### config.mk
export PLATFORM = sky130hd
export DESIGN_NAME = shiftleft_pipe
export DESIGN_NICKNAME = d
export VERILOG_FILES = /design/src/rtl/gpu_alu_pkg.sv /design/src/rtl/shl_pair_stage.sv /design/src/rtl/shiftleft_pipe.sv
export SDC_FILE = /design/constraint.sdc
export NUM_CORES = 1
export LEC_CHECK = 0
export ABC_CLOCK_PERIOD_IN_PS = 9050
export CORE_UTILIZATION = 30
export CTS_BUF_LIST = sky130_fd_sc_hd__clkbuf_4 sky130_fd_sc_hd__clkbuf_8 sky130_fd_sc_hd__clkbuf_16
export CTS_CLUSTER_DIAMETER = 150
export DETAILED_ROUTE_END_ITERATION = 10
export GPL_TIMING_DRIVEN = 0
export SYNTH_ARGS = -nofsm -noshare
export SYNTH_HDL_FRONTEND = slang
export SYNTH_HIERARCHICAL = 1
export SYNTH_SLANG_ARGS = --single-unit
export TNS_END_PERCENT = 30
### constraint.sdc
create_clock -name clk -period 9.05 [get_ports clk]
set_clock_uncertainty 0.15 [all_clocks]
set_input_delay 1.81 -clock clk [delete_from_list [all_inputs] [get_ports clk]]
set_output_delay 1.81 -clock clk [all_outputs]
set_load 0.03 [all_outputs]
### src/rtl/gpu_alu_pkg.sv
// gpu_alu_pkg: shared ALU widths and the shift-left pipe stage record
package gpu_alu_pkg;
   localparam int DATA_W  = 64;
   localparam int SHAMT_W = 6;
   localparam int TAG_W   = 5;
   typedef struct packed {
      logic [DATA_W-1:0]  data;
      logic [SHAMT_W-1:0] shamt;
      logic [TAG_W-1:0]   tag;
      logic               ovf;
   } shl_stage_t;
endpackage

### src/rtl/shl_pair_stage.sv
// shl_pair_stage: combinational two-log-step left shift (by BASE, then by 2*BASE) with discarded-ones flag
// ports: d operand, amt[0] enables the BASE step, amt[1] the 2*BASE step,
//        q shifted result, lost set when any '1' bit is pushed past the MSB
module shl_pair_stage #(
   parameter int WIDTH = 64,
   parameter int BASE  = 1
) (
   input  logic [WIDTH-1:0] d,
   input  logic [1:0]       amt,
   output logic [WIDTH-1:0] q,
   output logic             lost
);
   logic [WIDTH-1:0] mid;
   logic             lost_lo, lost_hi;
   always_comb begin
      mid     = amt[0] ? d << BASE : d;
      lost_lo = amt[0] && |d[WIDTH-1 -: BASE];
      q       = amt[1] ? mid << (2 * BASE) : mid;
      lost_hi = amt[1] && |mid[WIDTH-1 -: 2 * BASE];
      lost    = lost_lo || lost_hi;
   end
endmodule

### src/rtl/shiftleft_pipe.sv
// shiftleft_pipe: 3-stage pipelined logical shift-left with valid/ready, tag sideband, zero and ovf flags
// ports: clk, rst (sync, active-high), flush clears every stage;
//        in_valid/in_ready/in_data/in_shamt/in_tag accept an op,
//        out_valid/out_ready/out_data/out_tag/out_zero/out_ovf return data<<shamt,
//        its tag, a zero flag and a flag for ones shifted past the MSB
module shiftleft_pipe #(
   parameter int WIDTH   = gpu_alu_pkg::DATA_W,
   parameter int SHAMT_W = gpu_alu_pkg::SHAMT_W,
   parameter int TAG_W   = gpu_alu_pkg::TAG_W
) (
   input  logic               clk,
   input  logic               rst,
   input  logic               flush,
   input  logic               in_valid,
   output logic               in_ready,
   input  logic [WIDTH-1:0]   in_data,
   input  logic [SHAMT_W-1:0] in_shamt,
   input  logic [TAG_W-1:0]   in_tag,
   output logic               out_valid,
   input  logic               out_ready,
   output logic [WIDTH-1:0]   out_data,
   output logic [TAG_W-1:0]   out_tag,
   output logic               out_zero,
   output logic               out_ovf
);
   logic [2:0]       v;
   logic             adv0, adv1, adv2;
   logic [WIDTH-1:0] d0, d1, d2, q0, q1, q2;
   logic [TAG_W-1:0] t0, t1, t2;
   logic             o0, o1, o2, l0, l1, l2;
   logic [3:0]       r0;
   logic [1:0]       r1;
   // a stage moves on when empty or when its successor moves on
   assign adv2     = !v[2] || out_ready;
   assign adv1     = !v[1] || adv2;
   assign adv0     = !v[0] || adv1;
   assign in_ready = adv0;
   shl_pair_stage #(.WIDTH(WIDTH), .BASE(1))  u0 (.d(in_data), .amt(in_shamt[1:0]), .q(q0), .lost(l0));
   shl_pair_stage #(.WIDTH(WIDTH), .BASE(4))  u1 (.d(d0),      .amt(r0[1:0]),       .q(q1), .lost(l1));
   shl_pair_stage #(.WIDTH(WIDTH), .BASE(16)) u2 (.d(d1),      .amt(r1),            .q(q2), .lost(l2));
   always_ff @(posedge clk) begin
      if (rst) begin
         v  <= '0;
         d2 <= '0;
         t2 <= '0;
         o2 <= 1'b0;
      end else begin
         v[0] <= !flush && (adv0 ? in_valid : v[0]);
         v[1] <= !flush && (adv1 ? v[0] : v[1]);
         v[2] <= !flush && (adv2 ? v[1] : v[2]);
         if (adv2) begin
            d2 <= q2;
            t2 <= t1;
            o2 <= o1 || l2;
         end
      end
   end
   // inner stages carry only the shift bits not yet consumed
   always_ff @(posedge clk) begin
      if (adv0) begin
         d0 <= q0;
         r0 <= in_shamt[5:2];
         t0 <= in_tag;
         o0 <= l0;
      end
      if (adv1) begin
         d1 <= q1;
         r1 <= r0[3:2];
         t1 <= t0;
         o1 <= o0 || l1;
      end
   end
   assign out_valid = v[2];
   assign out_data  = d2;
   assign out_tag   = t2;
   assign out_ovf   = o2;
   assign out_zero  = v[2] && d2 == '0;
endmodule

==> flow_summary.json <==
{
  "relSlewSlack": 0.523,
  "r2r-start": "d1[19]",
  "mappedNetlistNets": 1023,
  "drt_iter0_drc": 498,
  "synth_edf_count": 146,
  "boundaryPins": 153,
  "clock_latency_ns": 0.52,
  "syn2layout_area_growth_pct": 26.4,
  "hpwl_um": 25400,
  "cts_tree": "built",
  "setup_viol": 0,
  "synth_compound_area_frac": 0.0712,
  "slew_violations": 0,
  "die_x_um": 196,
  "seq_power_share": 0.477,
  "yosysWarningCount": 6,
  "synthAdderAreaFrac": 0,
  "cp_max_fo": 67,
  "yosysUniqueCellTypes": 44,
  "finalCriticalPeriod_ns": 6.23,
  "antenna_cells": 0,
  "cp_data_required_time_ns": 7.09,
  "synth_area_leaders": "edfxtp_1, mux2i_1, dfxtp_1, mux4_2, nand2_1",
  "drt_first_pass_iters": 5,
  "slowest_delay_ns": 0.65,
  "synth-xor-area-share": 0,
  "path_clk_slew_ns": 0.06,
  "holdBufCountCts": 0,
  "cts_buffers": 24,
  "final_cell_mix": "mux2i_1, nand2_1, clkdlybuf4s50_1, edfxtp_1, a21oi_1",
  "p_sw_frac": 0.260,
  "tightest_slew_ns": 0.709,
  "pwr-share-comb": 0.153,
  "routedWlPerCell_um": 19.9,
  "hold_class": "flop to flop",
  "antenna_found_initial": 0,
  "yosys.area.top_type_share": 0.389,
  "cts_setup_buffers": 0,
  "final_nets": 1200,
  "avgSynthCellArea_sq_um": 12.0,
  "drive_gt1_frac": 0.124,
  "cts_max_level": 1,
  "root_buffer": "clkbuf_16",
  "crit_path_top_delay_cell": "clkdlybuf4s50_1",
  "clock-sinks": 219,
  "core-area_sq_um": 36800,
  "grt_usage": 0.164,
  "yosys.area_share.simple": 0.121,
  "globalplace.congestion": 0.896,
  "drt_wl_total_um": 32000,
  "design.die.area_sq_um": 38400,
  "final_antenna_net_count": 0,
  "top_layer": "met4",
  "io_buffer_count": 149,
  "cap_viol_max_count": 0,
  "synthCells": 943,
  "muxShareOfSynthArea": 0.242,
  "cts_resized": 0,
  "fillers": 3639,
  "startpoint": "out_ready",
  "initial_core_util": 0.306,
  "die_h_um": 196,
  "power.switching_w": 0.000704,
  "synth.ff_latch_count": 219,
  "post-route-period-util": 0.688,
  "power_density_nw_per_um2": 190,
  "status": "finished clean",
  "holdWs_ns": 0.269,
  "vdd.ir_drop.worst_uv": 112,
  "timing.critical_path.mode_cell": "clkdlybuf4s50_1",
  "via_per_inst": 5.00,
  "pwr-share-clk": 0.370,
  "synth_area_sq_um": 11300,
  "p_leak_nw": 5.39,
  "synth_top_family_by_area": "multiplexers",
  "async_reset_ff_frac": 0,
  "met1_length_um": 15000,
  "ys_seq_area_frac": 0.518,
  "grt_pass1_vias": 7840,
  "drc": 0,
  "synth_ff_type": "edfxtp_1",
  "vias": 8029,
  "hold_viol": 0,
  "start_kind": "input port",
  "intPower_w": 0.00201,
  "crit_path_cell_trace": "clkdlybuf4s50_1, and2b_1, clkbuf_1, nand3_4, buf_16, clkdlybuf4s50_1",
  "end_kind": "primary output",
  "max_freq_mhz": 160,
  "route.met2.wl_um": 14600,
  "std_cell_rows": 70,
  "met3_wirelength_um": 1470,
  "grt_max_degree": 72,
  "setup_tns_ns": 0,
  "grt_pass1_wl_um": 47800,
  "crit_arrival_ns": 4.27,
  "critPathKind": "input port to primary output",
  "clockBufferDepth": 3,
  "yosysTopAreaCell": "edfxtp_1",
  "hold_path.startpoint": "r0[2]",
  "rsz0062_at_grt": "no",
  "final_common_cell": "mux2i_1",
  "grt_overflow": 0
}
[critical path: cells and delay by family]
| kind | cells | cell delay, ns |
|---|---|---|
| simple gates | 2 | 0.55 |
| buf+inv | 4 | 1.86 |
[layer usage]
metal	vias to the layer above	track usage
li1	3882	-
met1	3843	0.231
met2	260	0.264
met3	44	0.0186
met4	0	0.0509
met5	-	0
[flip-flops by register name, summed over array words and instances, names as in the netlist, 2 cells and up]
register,count
r0,4
out_tag,5
t0,5
r1,2
d0,64
t1,5
d1,64
v,3
out_data,64
[cell type report]
type | instances | area (sq um) | share of cell area
Clock buffer | 29 | 679 | 0.0477
Clock inverter | 14 | 146 | 0.0103
Multi-Input combinational cell | 650 | 4920 | 0.346
Tap cell | 468 | 586 | 0.0411
Inverter | 3 | 11.3 | 0.000790
Buffer | 71 | 513 | 0.0360
Sequential cell | 219 | 5850 | 0.410
Timing Repair Buffer | 151 | 1550 | 0.109
[synthesized netlist by cell type, types with 2 or more instances]
cell	number
mux2i_1	164
nand2_1	161
edfxtp_1	146
a21oi_1	93
dfxtp_1	73
mux4_2	45
nor2_1	33
clkbuf_1	24
o21ai_0	24
buf_2	21
nor4_1	21
a211oi_1	20
and2_1	20
nor2b_1	20
nor3_1	11
buf_4	9
buf_12	8
nand3_1	4
buf_1	3
buf_6	3
buf_8	3
mux4_1	3
nand4_1	3
nor4b_1	3
or4_1	3
a22oi_1	2
and2b_1	2
inv_1	2
nor3b_1	2
nor4_2	2
or2_2	2
[power groups by stage]
stage / Clock (W) / Combinational, W / Sequential, W
finish: 0.00100 / 0.000415 / 0.00129
global route: 0.00106 / 0.000446 / 0.00130
CTS: 0.00102 / 0.000417 / 0.00129
detailed placement: 0 / 0.000415 / 0.00131
global placement: 0 / 0.000413 / 0.00131
floorplan: 0 / 0.000232 / 0.00129
[per-stage QoR]
step	instance area [sq um]	cells	setup WS [ns]	util	power, W
global placement	13400	1560	0.280	0.363	0.00172
detailed placement	13400	1562	2.78	0.365	0.00173
CTS	14300	1605	2.77	0.387	0.00273
floorplan	11300	943	2.88	-	0.00152
global route	14300	1605	2.65	0.387	0.00281
finish	14300	1605	2.82	0.387	0.00271
[worst paths after layout]
| kind | endpoint | slack, ns | cells past startpoint |
|---|---|---|---|
| max reg2reg | out_ovf | 6.35 | 6 |
| min reg2reg | r1[0] | 0.27 | 0 |
| min | r1[0] | 0.27 | 0 |
| max | in_ready | 2.82 | 6 |
[logic make-up after synthesis]
logic type / after synthesis
and+or+nand+nor: 293
DFF: 219
AOI/OAI and AO/OA: 145
muxes: 212
buffers and inverters: 74
Note: power is estimated with default switching activity, not from simulation.
